[config.mk]
export PLATFORM = sky130hd
export DESIGN_NAME = servant_uart_tx
export DESIGN_NICKNAME = d
export VERILOG_FILES = /design/src/rtl/servant_uart_tx.sv
export SDC_FILE = /design/constraint.sdc
export NUM_CORES = 1
export LEC_CHECK = 0
export CAP_MARGIN = 0
export CELL_PAD_IN_SITES_DETAIL_PLACEMENT = 0
export CELL_PAD_IN_SITES_GLOBAL_PLACEMENT = 1
export CORE_ASPECT_RATIO = 1.1
export CORE_UTILIZATION = 40
export DETAILED_ROUTE_END_ITERATION = 8
export GPL_TIMING_DRIVEN = 0
export PLACE_DENSITY = 0.73
export SYNTH_ARGS = -nofsm -noshare
export SYNTH_HDL_FRONTEND = slang
export SYNTH_SLANG_ARGS = --single-unit
[constraint.sdc]
create_clock -name i_clk -period 7.1 [get_ports i_clk]
set_input_delay 2.13 -clock i_clk [delete_from_list [all_inputs] [get_ports i_clk]]
set_output_delay 2.13 -clock i_clk [all_outputs]
set_load 0.03 [all_outputs]
[src/rtl/servant_uart_tx.sv]
// Buffered 8N1 UART transmitter on the servant reduced Wishbone bus (FIFO + baud-timed shifter).
// Optional interrupt output and control register enabled by defining SERVANT_UART_TX_IRQ_EN.
module servant_uart_tx #(
    parameter int FIFO_DEPTH  = 16,
    parameter int DIV_WIDTH   = 16,
    parameter int DEFAULT_DIV = 867
) (
    input  logic        i_clk,
    input  logic        i_rst_n,
    input  logic [1:0]  i_wb_adr,
    input  logic [31:0] i_wb_dat,
    input  logic [3:0]  i_wb_sel,
    input  logic        i_wb_we,
    input  logic        i_wb_cyc,
    output logic [31:0] o_wb_rdt,
    output logic        o_wb_ack,
`ifdef SERVANT_UART_TX_IRQ_EN
    output logic        o_irq,
`endif
    output logic        o_tx
);

    localparam int AW = $clog2(FIFO_DEPTH);
    localparam logic [DIV_WIDTH-1:0] DIV_RST = DIV_WIDTH'(DEFAULT_DIV);
    localparam logic [AW:0] PTR_ONE = (AW+1)'(1);

    typedef enum logic [1:0] {
        ST_IDLE,
        ST_START,
        ST_DATA,
        ST_STOP
    } state_t;

    // Handshake: i_wb_cyc is the request and is held until o_wb_ack; an access is
    // accepted on the edge where cyc is high and ack is low, and ack pulses for that one cycle.
    logic access;
    logic wr_data;
    logic wr_div;
    logic rd_status;
    logic push;
    logic pop;
    logic ovf_set;

    logic [AW:0]          wr_ptr_q;
    logic [AW:0]          rd_ptr_q;
    logic [7:0]           mem [FIFO_DEPTH];
    logic                 full;
    logic                 empty;
    logic [7:0]           head;

    logic [DIV_WIDTH-1:0] div_q;
    logic [DIV_WIDTH-1:0] div_wr;
    logic [31:0]          sel_mask;
    logic                 ovf_q;
    logic [31:0]          rdt_d;
    logic                 unused_bus;

    state_t               state_q, state_d;
    logic [DIV_WIDTH-1:0] cnt_q, cnt_d;
    logic [2:0]           bit_q, bit_d;
    logic [7:0]           shift_q, shift_d;
    logic                 tx_d;
    logic                 busy;

`ifdef SERVANT_UART_TX_IRQ_EN
    logic                 irq_en_q;
    logic                 wr_ctrl;
    assign wr_ctrl = access & i_wb_we & (i_wb_adr == 2'd3) & i_wb_sel[0];
`endif

    assign access    = i_wb_cyc & ~o_wb_ack;
    assign wr_data   = access & i_wb_we & (i_wb_adr == 2'd0) & i_wb_sel[0];
    assign wr_div    = access & i_wb_we & (i_wb_adr == 2'd2);
    assign rd_status = access & ~i_wb_we & (i_wb_adr == 2'd1);

    // Full is taken from the pre-edge pointers, so a pop on the same edge cannot rescue a write.
    assign push    = wr_data & ~full;
    assign ovf_set = wr_data & full;

    assign full  = (wr_ptr_q[AW] != rd_ptr_q[AW]) && (wr_ptr_q[AW-1:0] == rd_ptr_q[AW-1:0]);
    assign empty = (wr_ptr_q == rd_ptr_q);
    assign head  = mem[rd_ptr_q[AW-1:0]];
    assign busy  = (state_q != ST_IDLE);

    assign sel_mask   = {{8{i_wb_sel[3]}}, {8{i_wb_sel[2]}}, {8{i_wb_sel[1]}}, {8{i_wb_sel[0]}}};
    assign div_wr     = (div_q & ~sel_mask[DIV_WIDTH-1:0]) | (i_wb_dat[DIV_WIDTH-1:0] & sel_mask[DIV_WIDTH-1:0]);
    assign unused_bus = ^{i_wb_dat, sel_mask};

    always_comb begin
        rdt_d = '0;
        case (i_wb_adr)
            2'd1:    rdt_d = {28'd0, ovf_q, busy, empty, full};
            2'd2:    rdt_d = 32'(div_q);
`ifdef SERVANT_UART_TX_IRQ_EN
            2'd3:    rdt_d = {31'd0, irq_en_q};
`endif
            default: rdt_d = '0;
        endcase
    end

    always_ff @(posedge i_clk or negedge i_rst_n) begin
        if (!i_rst_n) begin
            o_wb_ack <= 1'b0;
            o_wb_rdt <= '0;
            div_q    <= DIV_RST;
            ovf_q    <= 1'b0;
        end else begin
            o_wb_ack <= access;
            if (access && !i_wb_we) begin
                o_wb_rdt <= rdt_d;
            end
            if (wr_div) begin
                div_q <= div_wr;
            end
            // Overflow wins over a same-edge clear so no drop goes unreported.
            if (ovf_set) begin
                ovf_q <= 1'b1;
            end else if (rd_status) begin
                ovf_q <= 1'b0;
            end
        end
    end

    always_ff @(posedge i_clk or negedge i_rst_n) begin
        if (!i_rst_n) begin
            wr_ptr_q <= '0;
            rd_ptr_q <= '0;
        end else begin
            if (push) begin
                wr_ptr_q <= wr_ptr_q + PTR_ONE;
            end
            if (pop) begin
                rd_ptr_q <= rd_ptr_q + PTR_ONE;
            end
        end
    end

    always_ff @(posedge i_clk) begin
        if (push) begin
            mem[wr_ptr_q[AW-1:0]] <= i_wb_dat[7:0];
        end
    end

    always_ff @(posedge i_clk or negedge i_rst_n) begin
        if (!i_rst_n) begin
            state_q <= ST_IDLE;
            cnt_q   <= '0;
            bit_q   <= '0;
            shift_q <= '0;
        end else begin
            state_q <= state_d;
            cnt_q   <= cnt_d;
            bit_q   <= bit_d;
            shift_q <= shift_d;
        end
    end

    // The divisor is sampled only when a bit starts, so a DIV write never stretches the current bit.
    always_comb begin
        state_d = state_q;
        cnt_d   = cnt_q;
        bit_d   = bit_q;
        shift_d = shift_q;
        pop     = 1'b0;
        tx_d    = 1'b1;
        case (state_q)
            ST_IDLE: begin
                if (!empty) begin
                    pop     = 1'b1;
                    shift_d = head;
                    cnt_d   = div_q;
                    bit_d   = '0;
                    state_d = ST_START;
                end
            end
            ST_START: begin
                tx_d = 1'b0;
                if (cnt_q == '0) begin
                    cnt_d   = div_q;
                    state_d = ST_DATA;
                end else begin
                    cnt_d = cnt_q - DIV_WIDTH'(1);
                end
            end
            ST_DATA: begin
                tx_d = shift_q[0];
                if (cnt_q == '0) begin
                    cnt_d   = div_q;
                    shift_d = {1'b0, shift_q[7:1]};
                    if (bit_q == 3'd7) begin
                        state_d = ST_STOP;
                    end else begin
                        bit_d = bit_q + 3'd1;
                    end
                end else begin
                    cnt_d = cnt_q - DIV_WIDTH'(1);
                end
            end
            ST_STOP: begin
                tx_d = 1'b1;
                if (cnt_q == '0) begin
                    if (!empty) begin
                        pop     = 1'b1;
                        shift_d = head;
                        cnt_d   = div_q;
                        bit_d   = '0;
                        state_d = ST_START;
                    end else begin
                        state_d = ST_IDLE;
                    end
                end else begin
                    cnt_d = cnt_q - DIV_WIDTH'(1);
                end
            end
            default: state_d = ST_IDLE;
        endcase
    end

    // Line driver registered from the FSM state, so o_tx trails the state by one cycle.
    always_ff @(posedge i_clk or negedge i_rst_n) begin
        if (!i_rst_n) begin
            o_tx <= 1'b1;
        end else begin
            o_tx <= tx_d;
        end
    end

`ifdef SERVANT_UART_TX_IRQ_EN
    always_ff @(posedge i_clk or negedge i_rst_n) begin
        if (!i_rst_n) begin
            irq_en_q <= 1'b0;
            o_irq    <= 1'b0;
        end else begin
            if (wr_ctrl) begin
                irq_en_q <= i_wb_dat[0];
            end
            o_irq <= irq_en_q & empty & ~busy;
        end
    end
`endif

endmodule

==> key figures <==
Logic synthesis
  • Ys async rst share: 36.6%
  • Area leader, netlist: edfxtp_1
  • Simple-Gate Fraction of Synth Area: 9.77%
  • Share of the yosys chip area belonging to registers: 61.0%
  • Dominant synthesized flop cell: edfxtp_1
  • Xor/xnor share of the synthesized area: under 10%
  • Synth Area per Inst: 13.0 sq um
  • Most common cell in the synthesized netlist: edfxtp_1
  • Yosys top cell area share: 41.1%
  • Synth cell types: 60
  • Synthesized cell area: 9350 sq um
  • Largest family of logic cells by synthesized area: compound AO/OA/AOI/OAI gates
  • Leading post-synthesis cells by instance count: edfxtp_1, nand2_1, dfrtp_1, a21oi_1, clkbuf_1
  • Number of synthesized register bits: 202
  • Cells after Synth: between 700 and 800
  • Post-Synth Adder-Cell Area: around 2.3%
  • Post-synthesis mux area share: 9.87%
  • Synth top area cells: edfxtp_1, dfrtp_1, mux4_2, mux2i_1, nand2_1
  • Post-synth EDFFs: 128
  • Compound-Gate Fraction of Synth Area: 10.8%
  • Warnings, synthesis: 0

Route
  • Via count: 6,038
  • Final WL: 21,600 microns
  • First DRT Iteration DRCs: 362
  • DRC: 0
  • Drt via density: roughly 5.4
  • Pre-antenna DRT Iters: 5
  • Drt wl/cell: a little under 20 microns
  • Antenna viol nets, final: 0

Floorplanning
  • Core Rows: 58
  • Core area: 22,900 sq um
  • Starting Density: 40.8%
  • I/O pins: 76
  • Die area: 24,000 sq um
  • Die height: 162 microns
  • Die W: 148 microns

Placed design
  • Routability congestion estimate from global placement: 0.840
  • Area post-placement: 10,200 sq um
  • Placed wire-length estimate: approximately 15,000 microns
  • Placed cells: 1,076
  • Worst slack, placed: ~1.9 ns
  • IO buf count: 41

GRT
  • Vias in the first global route: between 6k and 7k
  • Largest net degree at the start of global routing: 67
  • Total Routing Usage GR: 18.7%
  • Global route total overflow: 0
  • First-pass GRT wire length: between 30,000 and 40,000 microns
  • Initial antenna violation count: 0

STA
  • Slew margin rel.: 21.7%
  • Slew of the pin with the lowest slew margin: between 1 and 1.5 ns
  • Hold slack final: 0.480 ns
  • Fin. max-slew vios: 0
  • Hold Vio Cnt, Final: 0
  • Fin crit period: 4.58 ns
  • Final worst slack: 2.52 ns
  • Final Skew: 0.0233 ns
  • Crit share post-route: 64.6%
  • Unrepaired setup endpoints after global routing: false
  • Final setup viols: 0
  • Final setup TNS: 0 ns
  • Fmax: 0.218 GHz

CTS
  • Clock buffer depth: 3
  • TritonCTS Sinks: approximately 200
  • CTS H-tree depth: 1
  • Post-cts sizing count: 0
  • Setup Buffers After CTS: 0
  • Clk_lat worst skew: 0.52 ns
  • TritonCTS buffer count: 23
  • Clock transition at path regs: 0.06 ns
  • CTS tree: built
  • Clock root buffer: clkbuf_16
  • # hold bufs at CTS: 0

Worst setup path
  • Critical Path RT: 7.23 ns
  • Crit path kind: in2reg
  • Crit Path Max Fanout: 10
  • CP Launch Type: primary input
  • WP data arrival: between 4 and 5 ns
  • CP endpoint kind: register

Layout
  • Sequential Area: 5700 sq um
  • Fin nets: 860
  • Antenna diode count: 0
  • Layout Cell Area excl Fill: 11,000 sq um
  • Layout area overhead: 17.3%
  • Fin cells: between 1k and 1.5k
  • Multi-input logic area: 3320 sq um
  • Final Core Density: 47.8%
  • Share of layout cells above drive strength 1: between 10% and 20%
  • # fillers: 2,101

Pwr
  • Sequential cell fraction of total power: 36.2%
  • P_sw: 1.54 mW
  • Combinational Power Share: 36.4%
  • Internal power: 2.75 mW
  • Peak supply drop: 0.208 mV
  • Pwr per Cell Area: 392 nW/um^2
  • Clock power share: a little over a quarter
  • Total power: roughly 4.3 mW
  • Leakage power total: ~4.2 nW
  • Switching Share: 35.9%

Run status
  • Status: complete, no violations

Run
  • Max-Cap Viols: 0

Min path
  • Hold Path Class: reg2reg
==> cells in the final DEF (no fill, tap or decap), types with 6 or more instances in the layout <==
master | synthesis | routed
edfxtp_1 | 128 | 128
nand2_1 | 72 | 72
dfrtp_1 | 67 | 67
clkdlybuf4s50_1 | 0 | 40
a21oi_1 | 39 | 39
clkbuf_1 | 35 | 36
mux2i_1 | 31 | 31
nor2_1 | 25 | 25
a22oi_1 | 25 | 25
o21ai_0 | 24 | 24
clkbuf_16 | 0 | 23
mux2_2 | 19 | 19
buf_4 | 17 | 18
mux4_2 | 17 | 17
ha_1 | 17 | 17
and3_1 | 16 | 16
conb_1 | 1 | 16
inv_1 | 14 | 14
xnor2_1 | 14 | 14
nand3_1 | 12 | 12
nand4_1 | 11 | 11
xor2_1 | 9 | 9
a2bb2oi_1 | 9 | 9
a31oi_1 | 9 | 9
o211ai_1 | 9 | 9
nor3_1 | 8 | 8
buf_2 | 7 | 7
nor2b_1 | 7 | 7
o311ai_0 | 7 | 7
o31ai_1 | 7 | 7
dfstp_2 | 7 | 7
clkinv_1 | 0 | 7
o211a_1 | 6 | 6
==> worst paths after layout <==
| check | end | slack [ns] | startpoint | depth (start not counted) |
|---|---|---|---|---|
| setup / recovery | mem[3][3]$_DFFE_PP_ | 2.52 | i_wb_cyc | 8 |
| hold / removal | o_wb_rdt[5]$_DFFE_PN0P_ | 0.48 | o_wb_rdt[5]$_DFFE_PN0P_ | 2 |
| setup reg to reg | mem[3][3]$_DFFE_PP_ | 3.88 | rd_ptr_q[1]$_DFFE_PN0P_ | 8 |
| hold reg to reg | o_wb_rdt[5]$_DFFE_PN0P_ | 0.48 | o_wb_rdt[5]$_DFFE_PN0P_ | 2 |
| max in group asynchronous | o_tx$_DFF_PN1_ | 5.04 | i_rst_n | 2 |
| min in group asynchronous | cnt_q[5]$_DFF_PN0_ | 1.43 | i_rst_n | 1 |
==> cell families after synthesis <==
family	count (synthesis)
fa+ha+maj	17
buf+inv	79
compound gates	150
flops	202
simple gates	179
xor+xnor	23
other cells	1
mux	68
==> flip-flops by register name, summed over array words and instances (netlist names), 2 cells and up, named ones only <==
register,flops
bit_q,3
cnt_q,16
state_q,2
wr_ptr_q,5
shift_q,8
o_wb_rdt,16
mem,128
rd_ptr_q,5
==> routing by layer <==
layer,GRT usage (%),vias up,part of all wire [%]
li1,-,2856,-
met1,24.7,2999,44
met2,31.5,143,49
met3,2.72,40,4.5
met4,6.61,0,2.6
met5,0,-,0
==> worst max-delay path, stage by stage <==
cell             delay, ns
clkdlybuf4s50_1       0.45
nor2b_1               0.12
clkbuf_1              0.21
nand4_1               0.18
a21oi_1               0.28
clkbuf_1              0.31
nand2_1               0.14
nor3_1                0.90
==> cell type report <==
class / instances / area share [%]
Multi-Input combinational cell: 453 / 30.3
Timing Repair Buffer: 42 / 3.97
Tap cell: 300 / 3.42
Clock inverter: 18 / 1.56
Sequential cell: 202 / 52.0
Buffer: 65 / 2.96
Clock buffer: 24 / 5.28
Inverter: 14 / 0.479
==> power by group through the flow <==
| stage | clock network [mW] | registers [mW] | logic [mW] |
|---|---|---|---|
| floorplan | 0 | 1.55 | 1.13 |
| global placement | 0 | 1.57 | 1.56 |
| detailed placement | 0 | 1.58 | 1.56 |
| CTS | 1.20 | 1.55 | 1.57 |
| global route | 1.24 | 1.57 | 1.73 |
| finish | 1.17 | 1.55 | 1.56 |
Note: power is estimated with default switching activity, not from simulation.
